[src/rtl/cordic_pkg.sv]
// Constants and helpers shared by the pipelined CORDIC rotator and every client
// that schedules work into it.
package cordic_pkg;

  localparam int CORDIC_WIDTH    = 16;
  localparam int ANGLE_PI_2      = 2 ** (CORDIC_WIDTH - 2);
  localparam int ANGLE_PI_4      = 2 ** (CORDIC_WIDTH - 3);
  localparam int CORDIC_GAIN_Q15 = 53961;
  localparam int X_INIT_DEFAULT  = 18000;

  function automatic int cordic_lat(input int width);
    return width + 1;
  endfunction

  // atan(2^-i) on a 2^32 = full-circle scale, rounded to a `width`-bit circle.
  function automatic logic [31:0] cordic_atan(input int i, input int width);
    logic [31:0] full;
    case (i)
      0:       full = 32'h2000_0000;
      1:       full = 32'h12E4_051E;
      2:       full = 32'h09FB_385B;
      3:       full = 32'h0511_11D4;
      4:       full = 32'h028B_0D43;
      5:       full = 32'h0145_D7E1;
      6:       full = 32'h00A2_F61E;
      7:       full = 32'h0051_7C55;
      8:       full = 32'h0028_BE53;
      9:       full = 32'h0014_5F2F;
      10:      full = 32'h000A_2F98;
      11:      full = 32'h0005_17CC;
      12:      full = 32'h0002_8BE6;
      13:      full = 32'h0001_45F3;
      14:      full = 32'h0000_A2FA;
      15:      full = 32'h0000_517D;
      16:      full = 32'h0000_28BE;
      17:      full = 32'h0000_145F;
      18:      full = 32'h0000_0A30;
      19:      full = 32'h0000_0518;
      default: full = 32'h0000_0000;
    endcase
    return (full + (32'd1 << (31 - width))) >> (32 - width);
  endfunction

endpackage

[src/rtl/cordic_sched_if.sv]
// Request/response bundle between NCO clients and the CORDIC scheduler.
interface cordic_sched_if #(
  parameter int WIDTH = 16,
  parameter int NREQ  = 4
);
  localparam int IDW = $clog2(NREQ);

  logic [NREQ-1:0]        req_valid;
  logic [NREQ*WIDTH-1:0]  req_angle;
  logic [NREQ-1:0]        req_ready;
  logic                   rsp_valid;
  logic [IDW-1:0]         rsp_id;
  logic signed [WIDTH-1:0] rsp_sin;
  logic signed [WIDTH-1:0] rsp_cos;

  modport master (
    output req_valid, req_angle,
    input  req_ready, rsp_valid, rsp_id, rsp_sin, rsp_cos
  );

  modport slave (
    input  req_valid, req_angle,
    output req_ready, rsp_valid, rsp_id, rsp_sin, rsp_cos
  );
endinterface

[src/rtl/cordic_12b.sv]
// Fully pipelined CORDIC rotator: quadrant-fold input register, WIDTH-1
// rotation stages, output register; latency WIDTH+1 cycles.
module cordic_12b
  import cordic_pkg::*;
#(
  parameter int WIDTH = 16
) (
  input  logic                    clk,
  input  logic                    resetn,
  input  logic signed [WIDTH-1:0] x_start,
  input  logic signed [WIDTH-1:0] y_start,
  input  logic        [WIDTH-1:0] angle,
  output logic signed [WIDTH-1:0] COSout,
  output logic signed [WIDTH-1:0] SINout
);
  localparam int NST = WIDTH - 1;
  localparam int XW  = WIDTH + 3;  // one growth bit plus two guard fraction bits
  localparam int ZW  = WIDTH + 2;  // two extra fraction bits of residual angle

  function automatic logic [NST-1:0][ZW-1:0] atan_table();
    logic [NST-1:0][ZW-1:0] t;
    for (int i = 0; i < NST; i++) t[i] = ZW'(cordic_atan(i, ZW));
    return t;
  endfunction

  localparam logic [NST-1:0][ZW-1:0] ATAN = atan_table();

  logic signed [XW-1:0] x [NST+1];
  logic signed [XW-1:0] y [NST+1];
  logic        [ZW-1:0] z [NST+1];
  logic signed [XW-1:0] xs, ys;

  assign xs = {x_start[WIDTH-1], x_start, 2'b00};
  assign ys = {y_start[WIDTH-1], y_start, 2'b00};

  // NOTE: the datapath registers are reset rather than left as plain storage, so
  // a reset flushes every in-flight operation and the outputs read 0 afterwards.
  always_ff @(posedge clk) begin
    if (!resetn) begin
      x[0] <= '0;
      y[0] <= '0;
      z[0] <= '0;
    end else begin
      case (angle[WIDTH-1 -: 2])
        2'b01: begin  // second quadrant: pre-rotate by +pi/2
          x[0] <= -ys;
          y[0] <= xs;
          z[0] <= {2'b00, angle[WIDTH-3:0], 2'b00};
        end
        2'b10: begin  // third quadrant: pre-rotate by -pi/2
          x[0] <= ys;
          y[0] <= -xs;
          z[0] <= {2'b11, angle[WIDTH-3:0], 2'b00};
        end
        default: begin
          x[0] <= xs;
          y[0] <= ys;
          z[0] <= {angle, 2'b00};
        end
      endcase
    end
  end

  for (genvar i = 0; i < NST; i++) begin : g_stage
    always_ff @(posedge clk) begin
      if (!resetn) begin
        x[i+1] <= '0;
        y[i+1] <= '0;
        z[i+1] <= '0;
      end else if (z[i][ZW-1]) begin
        x[i+1] <= x[i] + (y[i] >>> i);
        y[i+1] <= y[i] - (x[i] >>> i);
        z[i+1] <= z[i] + ATAN[i];
      end else begin
        x[i+1] <= x[i] - (y[i] >>> i);
        y[i+1] <= y[i] + (x[i] >>> i);
        z[i+1] <= z[i] - ATAN[i];
      end
    end
  end

  always_ff @(posedge clk) begin
    if (!resetn) begin
      COSout <= '0;
      SINout <= '0;
    end else begin
      COSout <= x[NST][WIDTH+1:2];
      SINout <= y[NST][WIDTH+1:2];
    end
  end

endmodule

[src/rtl/cordic_sched_rr_arbiter.sv]
// Pointer-based round-robin arbiter: combinational one-hot grant searched from
// ptr upward, pointer moves past each winner.
module rr_arbiter #(
  parameter  int NREQ = 4,
  localparam int IDW  = $clog2(NREQ)
) (
  input  logic            clk,
  input  logic            resetn,
  input  logic            en,
  input  logic [NREQ-1:0] req,
  output logic [NREQ-1:0] grant,
  output logic            gnt_valid,
  output logic [IDW-1:0]  gnt_id
);
  logic [IDW-1:0] ptr;
  logic [IDW:0]   sum;
  logic [IDW-1:0] idx;

  // NOTE: every output of this block gets a default before the search loop, so
  // no path leaves a value unassigned and no latch is inferred.
  always_comb begin
    grant     = '0;
    gnt_valid = 1'b0;
    gnt_id    = '0;
    sum       = '0;
    idx       = '0;
    if (en && resetn) begin
      for (int k = 0; k < NREQ; k++) begin
        sum = {1'b0, ptr} + (IDW+1)'(k);
        if (sum >= (IDW+1)'(NREQ)) sum = sum - (IDW+1)'(NREQ);
        idx = sum[IDW-1:0];
        if (!gnt_valid && req[idx]) begin
          gnt_valid  = 1'b1;
          gnt_id     = idx;
          grant[idx] = 1'b1;
        end
      end
    end
  end

  // NOTE: registered state uses non-blocking assignments so every flop samples
  // pre-edge values regardless of block ordering.
  always_ff @(posedge clk) begin
    if (!resetn)        ptr <= '0;
    else if (gnt_valid) ptr <= (gnt_id == IDW'(NREQ - 1)) ? '0 : gnt_id + 1'b1;
  end

endmodule

[src/rtl/cordic_sched.sv]
// Shares one pipelined CORDIC rotator among NREQ requesters; a tag pipeline
// matched to the core latency returns each result with its requester id.
module cordic_sched
  import cordic_pkg::*;
#(
  parameter  int WIDTH  = 16,
  parameter  int NREQ   = 4,
  parameter  int X_INIT = X_INIT_DEFAULT,
  localparam int IDW    = $clog2(NREQ),
  localparam int LAT    = cordic_lat(WIDTH)
) (
  input  logic          clk,
  input  logic          resetn,
  input  logic          en,
  output logic          busy,
  cordic_sched_if.slave bus
);
  logic [NREQ-1:0]            grant;
  logic                       gnt_valid;
  logic [IDW-1:0]             gnt_id;
  logic [NREQ-1:0][WIDTH-1:0] angles;
  logic [WIDTH-1:0]           core_angle;
  logic signed [WIDTH-1:0]    core_sin, core_cos;
  logic [LAT-1:0]             tag_vld;
  logic [LAT-1:0][IDW-1:0]    tag_id;

  rr_arbiter #(.NREQ(NREQ)) u_arb (
    .clk       (clk),
    .resetn    (resetn),
    .en        (en),
    .req       (bus.req_valid),
    .grant     (grant),
    .gnt_valid (gnt_valid),
    .gnt_id    (gnt_id)
  );

  assign bus.req_ready = grant;
  assign angles        = bus.req_angle;
  assign core_angle    = gnt_valid ? angles[gnt_id] : '0;

  cordic_12b #(.WIDTH(WIDTH)) u_core (
    .clk     (clk),
    .resetn  (resetn),
    .x_start (WIDTH'(X_INIT)),
    .y_start ('0),
    .angle   (core_angle),
    .COSout  (core_cos),
    .SINout  (core_sin)
  );

  // Tags travel alongside the core so each result leaves with its requester id.
  always_ff @(posedge clk) begin
    if (!resetn) begin
      tag_vld <= '0;
      tag_id  <= '0;
    end else begin
      tag_vld <= {tag_vld[LAT-2:0], gnt_valid};
      tag_id  <= {tag_id[LAT-2:0], gnt_id};
    end
  end

  assign bus.rsp_valid = tag_vld[LAT-1];
  assign bus.rsp_id    = tag_id[LAT-1];
  assign bus.rsp_sin   = core_sin;
  assign bus.rsp_cos   = core_cos;
  assign busy          = |tag_vld;

endmodule
[src/flat_wrapper.sv]
// flat-port wrapper written by rule: the top's interface ports become plain ports
module cordic_sched_flat import cordic_pkg::*;
#(
  parameter  int WIDTH  = 16,
  parameter  int NREQ   = 4,
  parameter  int X_INIT = X_INIT_DEFAULT,
  localparam int IDW    = $clog2(NREQ),
  localparam int LAT    = cordic_lat(WIDTH)
)
  (clk, resetn, en, busy, bus_req_valid, bus_req_angle, bus_req_ready, bus_rsp_valid, bus_rsp_id, bus_rsp_sin, bus_rsp_cos);
  cordic_sched_if #(.WIDTH(WIDTH), .NREQ(NREQ)) bus_i ();
  input  logic clk;
  input  logic resetn;
  input  logic en;
  output logic busy;
  input wire logic [$bits(bus_i.req_valid)-1:0] bus_req_valid;
  input wire logic [$bits(bus_i.req_angle)-1:0] bus_req_angle;
  output wire logic [$bits(bus_i.req_ready)-1:0] bus_req_ready;
  output wire logic [$bits(bus_i.rsp_valid)-1:0] bus_rsp_valid;
  output wire logic [$bits(bus_i.rsp_id)-1:0] bus_rsp_id;
  output wire logic [$bits(bus_i.rsp_sin)-1:0] bus_rsp_sin;
  output wire logic [$bits(bus_i.rsp_cos)-1:0] bus_rsp_cos;
  assign bus_i.req_valid = bus_req_valid;
  assign bus_i.req_angle = bus_req_angle;
  assign bus_req_ready = bus_i.req_ready;
  assign bus_rsp_valid = bus_i.rsp_valid;
  assign bus_rsp_id = bus_i.rsp_id;
  assign bus_rsp_sin = bus_i.rsp_sin;
  assign bus_rsp_cos = bus_i.rsp_cos;
  cordic_sched #(.WIDTH(WIDTH), .NREQ(NREQ), .X_INIT(X_INIT)) u_core (.clk(clk), .resetn(resetn), .en(en), .busy(busy), .bus(bus_i));
endmodule
[config.mk]
export PLATFORM = sky130hd
export DESIGN_NAME = cordic_sched_flat
export DESIGN_NICKNAME = d
export VERILOG_FILES = /design/src/rtl/cordic_pkg.sv /design/src/rtl/cordic_sched_if.sv /design/src/rtl/cordic_12b.sv /design/src/rtl/cordic_sched_rr_arbiter.sv /design/src/rtl/cordic_sched.sv /design/src/flat_wrapper.sv
export SDC_FILE = /design/constraint.sdc
export NUM_CORES = 2
export LEC_CHECK = 0
export ABC_AREA = 1
export BUFFER_PORTS_ARGS = -buffer_cell sky130_fd_sc_hd__buf_2
export CAP_MARGIN = 20
export CORE_ASPECT_RATIO = 1.25
export CORE_MARGIN = 4
export CORE_UTILIZATION = 45
export DETAILED_ROUTE_END_ITERATION = 6
export GPL_TIMING_DRIVEN = 0
export PLACE_DENSITY = 0.71
export SETUP_SLACK_MARGIN = 0.2
export SLEW_MARGIN = 5
export SYNTH_ARGS = -nofsm -noshare
export SYNTH_HDL_FRONTEND = slang
export SYNTH_SLANG_ARGS = --single-unit
[constraint.sdc]
create_clock -name clk -period 8.4 [get_ports clk]
set_input_delay 1.26 -clock clk [delete_from_list [all_inputs] [get_ports clk]]
set_output_delay 1.26 -clock clk [all_outputs]
set_load 0.005 [all_outputs]
==> results.md <==
- Once detail routing completed, the nets flagged for antenna violations numbered 0.
- The initial antenna violation count is 13.
- The via count of the first global-routing pass is 84,600.
- Measured along the y axis, the die boundary spans 507 um.
- The achievable frequency is 201 MHz.
- The worst register-to-register path begins at u_core.u_arb.ptr[1].
- Of the available clock period, the critical path in the final layout requires 59.3%.
- The final hold violation count is 0.
- The placer congestion estimate is 1.02.
- The number of clock sinks is 870.
- The clock slew at the register clock pins of the worst setup and hold paths is 0.07 ns.
- The detailed-route wire length per cell is 18.1 um.
- For hold timing, the worst endpoint is u_core.tag_id[30].
- The type of the setup path with the least slack is in -> reg.
- Synthesis inferred 870 register bits.
- The total standard cell area after synthesis is 0.0897 mm2.
- Timing analysis after detailed placement gives a worst setup slack of 2.44 ns.
- The core region area is 0.197 mm2.
- For the finished layout, the period the worst path requires is 4.98 ns.
- The worst setup path is launched from an input pin.
- For this run, the leading register cell type out of synthesis is sky130_fd_sc_hd__edfxtp_1.
- The area growth from synthesis to layout is 11.3%.
- The number of warnings printed during yosys synthesis is 0.
- The clock tree synthesis step divided the H-tree into 3 levels.
- The required time of the critical path is 8.96 ns.
- The worst clock skew is 0.0386 ns.
- In this run the horizontal extent of the chip is 407 um.
- The clock tree from TritonCTS is built.
- The all-layer global routing usage is 28.1%.
- Once the clock tree was built, the resizer swapped 0 gates to a different size.
- The fraction of registers with async set/reset is 0%.
- At the pin with the least slew margin, the transition time is 1.16 ns.
- For this run, design rule violations remaining after detail routing come to 0.
- Pin placement for this block handled 111 I/O pins.
- The fraction of final layout cells sized beyond drive strength 1 is 3.16%.
- After routing, the total negative slack on setup checks comes to 0 ns.
- The number of enable flip-flop cells after synthesis is 785.
- The worst-case register-to-register setup slack is 4.27 ns.
- Across the VDD grid, the largest voltage drop is 0.000174 V.
- The overall die area is 0.206 mm2.
- The first routing iteration left 7,845 violations.
- During placement, the flow inserted port buffers numbering 109.
- Dividing the synthesized area by the synthesized cell count gives 6.86 um2.
- The number of distinct library cell variants in the gate-level netlist after synthesis is 65.
- The number of cell instances on the worst register-to-register path is 18.
- Across the run, the number of max-cap violations was 0.
- The fill cell instance count of the final layout is 20,200.
- Once layout is complete, the cells apart from fillers number 16,700.
- The total CTS buffers is 98.
- The share of the Yosys chip area taken by registers is 28.2%.
- The largest fanout on the critical path is 11.
- Setup repair after global routing left no endpoint under its margin.
- The clock insertion delay at the later pin of the skew report is 0.75 ns.
- The maximum number of pins on one net before global-route repair is 21.
- The worst min-delay path category is reg -> reg.
- The run finished with clean final reports.
- The data arrival time of the critical path is 5.54 ns.
- Synthesis handed over a netlist of 13,100 instances.
- The buffer depth of the longest clock path is 3.
- The hold path depth is 2.
- The count of hold-fix buffers inserted at cts is 0.
- The first global-routing pass estimated 462,000 um of wire.
- The first detailed-routing pass ran for 7 iterations.
- Summing over every cut layer, the via total after detailed routing is 90,400.
- For this design the ratio of total power to cell area is 285 mW/mm2.
- For this run, the post-layout net count is 15,100.
- Measured against its own limit, the worst slew margin works out to 21.7%.
- The via density per instance is 5.41.
- The startpoint of the lowest-slack hold path is u_core.tag_id[28].
- The worst setup path is captured at a flop.
- For this run the aggregate overflow at the end of global routing stands at 0.
- The final worst-path setup slack is 3.42 ns.
- Row generation in the floorplan step produced 182 rows.
- Buffers added to address setup during post-CTS repair amount to 0.
- The number of max-slew violations in the final report was 0.
- Once placement completed, the tool counted placed cells totaling 16,500.
- The wire length reported by the detailed router is 303,000 um.
- The half-perimeter wire length after placement is 246,000 um.
- The leakage power is 0.0482 uW.
- The initial utilization of the core area, before any placement, comes to 45.4%.
- Setup violations remaining at the end of the flow were counted as 0.
- The tree is rooted in a sky130_fd_sc_hd__clkbuf_16.
- The worst register-to-register path ends at u_core.u_core.z[0][13].
layout make-up:
class / count / area, um2 / share of cell area (%)
diodes: 3 / 7.51 / 0.00752
plain buffers: 386 / 1590 / 1.59
clock buffers: 109 / 2520 / 2.53
clock inverters: 76 / 891 / 0.893
inverters: 1895 / 7120 / 7.13
multi-input cells: 10700 / 58500 / 58.7
flip-flops and latches: 870 / 25300 / 25.3
well taps: 2576 / 3220 / 3.23
repair buffers: 114 / 613 / 0.614
power by group:
| part | internal [uW] | total, uW | switching (uW) |
|---|---|---|---|
| registers | 5860 | 7000 | 1140 |
| clock network | 2630 | 4610 | 1980 |
| logic | 5170 | 16800 | 11600 |
| total | 13700 | 28400 | 14800 |
worst max-delay path by stage:
stage          depth (start not counted)   start  slack [ns]                     end
2_1_floorplan                         18  resetn        4.33  u_core.u_core.y[8][11]
3_3_place_gp                           6  resetn        2.13   u_core.u_core.x[7][0]
3_5_place_dp                          18  resetn        2.44  u_core.u_core.y[8][11]
4_1_cts                               18  resetn        3.21  u_core.u_core.y[8][11]
5_1_grt                               19  resetn        3.14  u_core.u_core.y[8][11]
6_report                              19  resetn        3.42  u_core.u_core.y[8][11]
flip-flops by register name, indices dropped and copies added, names as in the netlist:
signal                count
u_core.u_core.y         270
u_core.u_core.x         268
u_core.tag_vld           17
u_core.bus.rsp_id         2
u_core.tag_id            32
u_core.u_core.SINout     16
u_core.u_core.COSout     16
u_core.u_arb.ptr          2
u_core.u_core.z         247
worst max-delay path: stages:
cell and delay (ns):
sky130_fd_sc_hd__buf_2 0.44, sky130_fd_sc_hd__inv_2 0.41, sky130_fd_sc_hd__nor2_1 0.47, sky130_fd_sc_hd__buf_4 0.27, sky130_fd_sc_hd__inv_1 0.11, sky130_fd_sc_hd__clkbuf_1 0.19
sky130_fd_sc_hd__buf_8 0.20, sky130_fd_sc_hd__o21ai_0 0.60, sky130_fd_sc_hd__ha_1 0.28, sky130_fd_sc_hd__a21oi_1 0.08, sky130_fd_sc_hd__nand2_1 0.10, sky130_fd_sc_hd__inv_1 0.05
sky130_fd_sc_hd__o21bai_1 0.24, sky130_fd_sc_hd__nand2_1 0.09, sky130_fd_sc_hd__nand2_1 0.16, sky130_fd_sc_hd__inv_1 0.05, sky130_fd_sc_hd__o21ai_0 0.20, sky130_fd_sc_hd__o21ai_0 0.10
sky130_fd_sc_hd__a21oi_1 0.17
cells by family (layout without fill, tap and decap cells):
logic type      count (synthesis)  after routing  synth area share [%]
buf+inv                      2281           2580                  9.70
flops                         870            870                  28.2
simple gates                 5260           5260                  24.4
fa+ha+maj                    1021           1021                  14.6
compound gates               3356           3356                  20.4
other cells                     1            768               0.00418
xor+xnor                      273            273                  2.67
cell usage after synthesis (all sizes together) (7+ instances only):
master   count  area share (%)
a211oi       9           0.075
a21boi      30            0.25
a21o        31            0.26
a21oi     1404             7.8
a221oi       8           0.078
a31o         7           0.068
a31oi       41            0.29
a32o        28            0.31
and2        36            0.25
buf         87            0.51
clkbuf     299             1.3
dfxtp       85             1.9
edfxtp     785              26
fa          47             1.0
ha         974              14
inv       1889             7.9
nand2     2660              11
nand3      755             4.3
nand4      145             1.0
nor2      1311             5.5
nor3       207             1.2
nor4        81            0.57
o211ai      30            0.25
o21a        43            0.36
o21ai     1349             7.5
o21bai     153             1.3
o22ai       98            0.68
o2bb2ai     14            0.14
o31ai       74            0.63
o32ai       18            0.18
or2         54            0.38
xnor2       34            0.33
xor2       239             2.3
metrics by stage:
step	instance area, um2	hold slack [ns]	power [uW]	utilization, %
2_1_floorplan	92500	0.390	18500	-
3_3_place_gp	96300	0.393	23400	48.8
3_5_place_dp	96300	0.398	23400	48.8
4_1_cts	99700	0.409	28200	50.5
5_1_grt	99800	0.432	30800	50.5
6_report	99800	0.408	28400	50.5
metal layers:
layer | vias up | wire length [um] | GRT usage (%)
met5 | - | 23 | 0
met4 | 4 | 22000 | 17.8
met3 | 931 | 18100 | 3.09
met2 | 3296 | 145000 | 49.6
met1 | 41000 | 118000 | 32.4
li1 | 45100 | - | -
cell usage in the layout, fill, tap and decap left out, types with 153 or more instances in the layout:
cell	count
sky130_fd_sc_hd__nor3_1	207
sky130_fd_sc_hd__conb_1	765
sky130_fd_sc_hd__xor2_1	239
sky130_fd_sc_hd__o21ai_0	1321
sky130_fd_sc_hd__o21bai_1	153
sky130_fd_sc_hd__nor2_1	1308
sky130_fd_sc_hd__edfxtp_1	785
sky130_fd_sc_hd__inv_1	1881
sky130_fd_sc_hd__clkbuf_1	302
sky130_fd_sc_hd__nand2_1	2653
sky130_fd_sc_hd__a21oi_1	1404
sky130_fd_sc_hd__nand3_1	750
sky130_fd_sc_hd__ha_1	974
sky130_fd_sc_hd__buf_2	184
(Power assumes the default switching activity.)
